### config.mk
export PLATFORM = sky130hd
export DESIGN_NAME = count_sequencer
export DESIGN_NICKNAME = d
export VERILOG_FILES = /design/src/rtl/count_sequencer_pkg.sv /design/src/rtl/count_sequencer_tick_prescaler.sv /design/src/rtl/count_sequencer.sv
export SDC_FILE = /design/constraint.sdc
export NUM_CORES = 1
export LEC_CHECK = 0
export BUFFER_PORTS_ARGS = -buffer_cell sky130_fd_sc_hd__buf_2
export CORE_MARGIN = 5
export CORE_UTILIZATION = 35
export DETAILED_ROUTE_END_ITERATION = 8
export PLACE_DENSITY = 0.56
export SYNTH_ARGS = -nofsm -noshare
export SYNTH_HDL_FRONTEND = slang
export SYNTH_SLANG_ARGS = --single-unit
### constraint.sdc
create_clock -name clk -period 2.2 [get_ports clk]
set_clock_uncertainty 0.2 [all_clocks]
set_input_delay 0.33 -clock clk [delete_from_list [all_inputs] [get_ports clk]]
set_output_delay 0.33 -clock clk [all_outputs]
set_load 0.01 [all_outputs]
### src/rtl/count_sequencer_pkg.sv
// ----------------------------------------------------------------------------
// count_seq_pkg
//   Shared definitions for the two-phase count sequencer.
//   - state_t : 2-bit FSM encoding (IDLE=0, PHASE_A=1, PHASE_B=2, DONE=3)
//   - DEF_*   : default counter width, phase terminal values and prescale ratio
// ----------------------------------------------------------------------------
package count_seq_pkg;

  typedef enum logic [1:0] {
    ST_IDLE = 2'd0,
    ST_A    = 2'd1,
    ST_B    = 2'd2,
    ST_DONE = 2'd3
  } state_t;

  localparam int DEF_WIDTH   = 4;
  localparam int DEF_LIMIT_A = 10;
  localparam int DEF_LIMIT_B = 15;
  localparam int DEF_DIV     = 2;

endpackage

### src/rtl/count_sequencer_tick_prescaler.sv
// ----------------------------------------------------------------------------
// tick_prescaler
//   Clock-enable generator for phase B: asserts tick on one clock out of every
//   DIV clocks while run is high. DIV=1 gives a tick on every running cycle.
// Ports
//   clk  in  1  single clock
//   rst  in  1  asynchronous active-low reset
//   clr  in  1  synchronous clear of the prescale count (outranks run)
//   run  in  1  count while high, hold while low
//   tick out 1  high when the prescale count sits at DIV-1 and run is high
// ----------------------------------------------------------------------------
module tick_prescaler #(
  parameter int DIV = 2
) (
  input  logic clk,
  input  logic rst,
  input  logic clr,
  input  logic run,
  output logic tick
);

  localparam int            PW   = $clog2(DIV) + 1;
  localparam logic [PW-1:0] TERM = PW'(DIV - 1);
  localparam logic [PW-1:0] ONE  = PW'(1);

  logic [PW-1:0] pre_r;
  logic [PW-1:0] pre_nx_s;

  // tick is qualified by run so a stale count cannot fire outside phase B
  always_comb begin
    tick = run && (pre_r == TERM);
  end

  // next prescale count: clear, wrap at DIV-1, or advance
  always_comb begin
    pre_nx_s = pre_r;
    if (clr) begin
      pre_nx_s = '0;
    end else if (run) begin
      if (pre_r == TERM) begin
        pre_nx_s = '0;
      end else begin
        pre_nx_s = pre_r + ONE;
      end
    end else begin
      pre_nx_s = pre_r;
    end
  end

  // prescale count register
  always_ff @(posedge clk or negedge rst) begin
    if (!rst) begin
      pre_r <= '0;
    end else begin
      pre_r <= pre_nx_s;
    end
  end

endmodule

### src/rtl/count_sequencer.sv
// ----------------------------------------------------------------------------
// count_sequencer
//   Two-phase count sequencer with start/busy/finish handshake. Phase A counts
//   0..LIMIT_A at full rate while enable is high; phase B counts 0..LIMIT_B on a
//   prescaled tick (one per DIV clocks). Single clock, clock-enable style.
// Ports
//   clk    in  1      single clock, all state on posedge
//   rst    in  1      asynchronous active-low reset
//   start  in  1      begin a run (honoured in IDLE and DONE only)
//   enable in  1      phase-A count enable
//   abort  in  1      synchronous return to IDLE, outranks everything else
//   out    out WIDTH  current phase count, 0 in IDLE and DONE
//   phase  out 1      1 while in phase B
//   busy   out 1      1 while in phase A or phase B
//   finish out 1      sticky completion flag, cleared by start or abort
// All outputs are flops loaded from the next-state values, so they carry the
// same cycle timing as a decode of the state register with no input-to-output
// combinational path.
// ----------------------------------------------------------------------------
module count_sequencer
  import count_seq_pkg::*;
#(
  parameter int WIDTH   = DEF_WIDTH,
  parameter int LIMIT_A = DEF_LIMIT_A,
  parameter int LIMIT_B = DEF_LIMIT_B,
  parameter int DIV     = DEF_DIV
) (
  input  logic             clk,
  input  logic             rst,
  input  logic             start,
  input  logic             enable,
  input  logic             abort,
  output logic [WIDTH-1:0] out,
  output logic             phase,
  output logic             busy,
  output logic             finish
);

  localparam logic [WIDTH-1:0] TERM_A = WIDTH'(LIMIT_A);
  localparam logic [WIDTH-1:0] TERM_B = WIDTH'(LIMIT_B);
  localparam logic [WIDTH-1:0] ONE_W  = WIDTH'(1);

  state_t           state_r;
  state_t           state_nx_s;
  logic [WIDTH-1:0] cnt_a_r;
  logic [WIDTH-1:0] cnt_a_nx_s;
  logic [WIDTH-1:0] cnt_b_r;
  logic [WIDTH-1:0] cnt_b_nx_s;
  logic             finish_r;
  logic             finish_nx_s;
  logic [WIDTH-1:0] out_r;
  logic [WIDTH-1:0] out_nx_s;
  logic             phase_r;
  logic             phase_nx_s;
  logic             busy_r;
  logic             busy_nx_s;
  logic             presc_clr_s;
  logic             presc_run_s;
  logic             tick_s;

  // prescaler runs only in phase B; its own clear outranks run
  always_comb begin
    presc_run_s = (state_r == ST_B);
  end

  tick_prescaler #(
    .DIV (DIV)
  ) u_prescaler (
    .clk  (clk),
    .rst  (rst),
    .clr  (presc_clr_s),
    .run  (presc_run_s),
    .tick (tick_s)
  );

  // FSM next-state and counter next values; abort has top priority
  always_comb begin
    state_nx_s  = state_r;
    cnt_a_nx_s  = cnt_a_r;
    cnt_b_nx_s  = cnt_b_r;
    finish_nx_s = finish_r;
    presc_clr_s = 1'b0;
    if (abort) begin
      state_nx_s  = ST_IDLE;
      cnt_a_nx_s  = '0;
      cnt_b_nx_s  = '0;
      finish_nx_s = 1'b0;
      presc_clr_s = 1'b1;
    end else begin
      case (state_r)
        ST_IDLE, ST_DONE: begin
          if (start) begin
            state_nx_s  = ST_A;
            cnt_a_nx_s  = '0;
            cnt_b_nx_s  = '0;
            finish_nx_s = 1'b0;
          end else begin
            state_nx_s  = state_r;
          end
        end
        ST_A: begin
          if (enable) begin
            if (cnt_a_r == TERM_A) begin
              // phase B starts from a clean prescale count
              state_nx_s  = ST_B;
              cnt_a_nx_s  = '0;
              cnt_b_nx_s  = '0;
              presc_clr_s = 1'b1;
            end else begin
              cnt_a_nx_s  = cnt_a_r + ONE_W;
            end
          end else begin
            cnt_a_nx_s = cnt_a_r;
          end
        end
        ST_B: begin
          if (tick_s) begin
            if (cnt_b_r == TERM_B) begin
              state_nx_s  = ST_DONE;
              cnt_b_nx_s  = '0;
              finish_nx_s = 1'b1;
            end else begin
              cnt_b_nx_s  = cnt_b_r + ONE_W;
            end
          end else begin
            cnt_b_nx_s = cnt_b_r;
          end
        end
        default: begin
          state_nx_s  = ST_IDLE;
          cnt_a_nx_s  = '0;
          cnt_b_nx_s  = '0;
          finish_nx_s = 1'b0;
          presc_clr_s = 1'b1;
        end
      endcase
    end
  end

  // output decode from the next state so the output flops track the state register
  always_comb begin
    out_nx_s   = '0;
    phase_nx_s = 1'b0;
    busy_nx_s  = 1'b0;
    case (state_nx_s)
      ST_A: begin
        out_nx_s  = cnt_a_nx_s;
        busy_nx_s = 1'b1;
      end
      ST_B: begin
        out_nx_s   = cnt_b_nx_s;
        phase_nx_s = 1'b1;
        busy_nx_s  = 1'b1;
      end
      default: begin
        out_nx_s   = '0;
        phase_nx_s = 1'b0;
        busy_nx_s  = 1'b0;
      end
    endcase
  end

  // state, counters and registered outputs
  always_ff @(posedge clk or negedge rst) begin
    if (!rst) begin
      state_r  <= ST_IDLE;
      cnt_a_r  <= '0;
      cnt_b_r  <= '0;
      finish_r <= 1'b0;
      out_r    <= '0;
      phase_r  <= 1'b0;
      busy_r   <= 1'b0;
    end else begin
      state_r  <= state_nx_s;
      cnt_a_r  <= cnt_a_nx_s;
      cnt_b_r  <= cnt_b_nx_s;
      finish_r <= finish_nx_s;
      out_r    <= out_nx_s;
      phase_r  <= phase_nx_s;
      busy_r   <= busy_nx_s;
    end
  end

  assign out    = out_r;
  assign phase  = phase_r;
  assign busy   = busy_r;
  assign finish = finish_r;

endmodule

==> flow_metrics.env <==
export IMPL_status="completed"
export IMPL_async_flop_share_pct=100
export IMPL_drive_gt1_share_pct=36.6
export IMPL_synth_cell_types=40
export IMPL_drt_pass1_iter_count=4
export IMPL_final_nets=167
export IMPL_place_gp_congestion=0.874
export IMPL_worstHoldPathType="primary input to flip-flop"
export IMPL_port_buffers=11
export IMPL_seq_area_frac_synth_pct=41.8
export IMPL_ir_drop_mv=0.402
export IMPL_period_share_pct=96.9
export IMPL_syn_num_nets=132
export IMPL_num_io_pins=12
export IMPL_die_y_um=67.0
export IMPL_relSlewSlack_pct=71.7
export IMPL_timing_rr_start="cnt_a_r[0]"
export IMPL_tns_ps=0
export IMPL_setup_viol=0
export IMPL_cts_buffers=3
export IMPL_synth_enable_flop_cells=0
export IMPL_grt_overflow=0
export IMPL_final_common_cell="buf_4"
export IMPL_cts_sinks=19
export IMPL_holdWs_ps=196
export IMPL_synth_cells=119
export IMPL_ant_nets=0
export IMPL_synth_ff_type="dfrtp_1"
export IMPL_ys_ff_latch=19
export IMPL_hpwl_um=2160
export IMPL_placementRows=20
export IMPL_tightest_slew_ps=425
export IMPL_n_antenna_cell=0
export IMPL_grt_total_usage_pct=13.7
export IMPL_critPathArrivalTime_ps=2140
export IMPL_antenna_found_initial=0
export IMPL_r2r_cells=10
export IMPL_die_area_um2=4490
export IMPL_start_util_pct=37.0
export IMPL_ys_warn_count=0
export IMPL_syn_area_um2=1140
export IMPL_period_minus_slack_ps=2130
export IMPL_r2r_slack_ps=70
export IMPL_vias=1018
export IMPL_drc=0
export IMPL_rsz0062_at_grt="true"
export IMPL_dr_first_iter_drc_count=45
export IMPL_grt_pass1_wl_um=4520
export IMPL_layout_common_cells="21 x buf_4, 19 x dfrtp_1, 13 x nand2_1"
export IMPL_first_global_vias=1016
export IMPL_worstPathRequired_ps=2210
export IMPL_p_per_area_nw_per_um2=979
export IMPL_avgSynthCellArea_um2=9.56
export IMPL_max_cap_viol_count=0
export IMPL_crit_end="out[3]"
export IMPL_leakage_nw=0.699
export IMPL_startpoint_type="flip-flop"
export IMPL_cts_buffer_depth=2
export IMPL_cts_root_buffer="clkbuf_4"
export IMPL_via_per_inst=5.17
export IMPL_grt_max_degree=20
export IMPL_slew_violations=0
export IMPL_htreeDepth=1
export IMPL_setup_worst_path_start="cnt_a_r[0]"
export IMPL_clk_pin_slew_ps=110
export IMPL_cts_tree="yes"
export IMPL_core_area_um2=3080
export IMPL_hold_violations=0
export IMPL_crit_path_end_kind="flip-flop"
export IMPL_routedWlPerCell_um=14.4
export IMPL_clk_latency_ps=310
export IMPL_wl_um=2840
export IMPL_fmax_mhz=469
export IMPL_crit_type="flip-flop to flip-flop"
export IMPL_worstReg2RegEnd="out[3]"
export IMPL_areaGrowthSynthToFinish_pct=35.0
export IMPL_die_w_um=67.0
export IMPL_path_max_fanout=4
[critical path, stage by stage (launching register included)]
cell,delay [ps]
dfrtp_1,400
inv_2,80
ha_4,130
nand4b_1,140
nand2_2,140
a21oi_4,70
o31ai_4,300
inv_2,90
ha_4,160
nor2b_4,120
a22o_1,200
[final cells by class]
type                    instances  area [um2]
clock buffers                   3        22.5
fillers                       307        1540
clock inverters                 1        5.00
repair buffers                 33         223
well taps                      44        55.1
flip-flops and latches         19         475
multi-input cells              88         721
inverters                       9        33.8
[sequential cells by signal, summed over array words and instances (netlist names)]
register           cells
busy                   1
cnt_a_r                4
cnt_b_r                4
finish                 1
out                    4
phase                  1
state_r                2
u_prescaler.pre_r      2
[worst min path at each step]
stage          depth (start not counted)  startpoint                   end  slack (ps)
5_1_grt                                2       abort            cnt_a_r[3]         190
4_1_cts                                2       abort            cnt_a_r[3]         170
3_5_place_dp                           1         rst  u_prescaler.pre_r[0]         100
2_1_floorplan                          0         rst                  busy        -170
3_3_place_gp                           1         rst  u_prescaler.pre_r[0]          90
6_report                               2       abort            cnt_a_r[3]         200
[logic make-up after synthesis]
kind of cell | Yosys count | share of synthesized area [%]
AND/OR/NAND/NOR | 45 | 20.7
buffers and inverters | 12 | 4.07
AO/OA/AOI/OAI | 31 | 21.5
XOR/XNOR | 3 | 2.31
flip-flops | 19 | 41.8
multiplexers | 1 | 0.880
adder cells (fa/ha/maj) | 8 | 8.80
[synth_stat cells, types with 2 or more instances]
master,n,area [um2]
xor2_1,2,17.5
dfrtp_1,19,475
a21boi_0,2,15.0
ha_1,8,100
o2bb2ai_1,2,17.5
a21oi_1,5,25.0
a22o_1,2,17.5
a211o_1,2,17.5
clkbuf_1,2,7.51
nor2_1,6,22.5
inv_1,9,33.8
nand2_1,14,52.6
and2_1,3,18.8
o21ai_0,4,20.0
nand3_1,2,10.0
a32o_1,2,20.0
nor2b_1,3,18.8
nand2b_1,7,43.8
a31oi_1,3,18.8
nor4_1,2,12.5
[metrics by stage]
stage / util [%] / cells / setup slack [ps] / area (um2) / power [mW]
finish: 49.9 / 197 / 69.2 / 1540 / 1.50
global route: 49.9 / 197 / -26.0 / 1540 / 1.61
CTS: 47.7 / 195 / 16.4 / 1470 / 1.39
detailed placement: 44.7 / 189 / -65.1 / 1380 / 1.12
global placement: 44.7 / 189 / -33.1 / 1380 / 1.11
floorplan: - / 119 / 8.36 / 1140 / 0.831
[metal layers]
metal | wire, um | GRT usage (%) | vias up
li1 | - | - | 496
met1 | 1200 | 16.2 | 501
met2 | 1490 | 24.2 | 16
met3 | 98 | 1.52 | 5
met4 | 58 | 6.84 | 0
met5 | 0 | 0 | -
[power by group]
part | total, mW | internal [mW] | switching [mW]
combinational | 0.893 | 0.442 | 0.452
clock | 0.178 | 0.0680 | 0.110
sequential | 0.432 | 0.396 | 0.0351
total | 1.50 | 0.906 | 0.597
[what timing repair did]
action | in CTS | in global routing
hold buffers | 1 | 0
endpoints found under the hold margin | 19 | 0
pin swaps | 4 | 9
endpoints found under the setup margin | 4 | 4
buffers inserted | 1 | 2
gates resized for setup | 9 | 11
(Power assumes the default switching activity.)
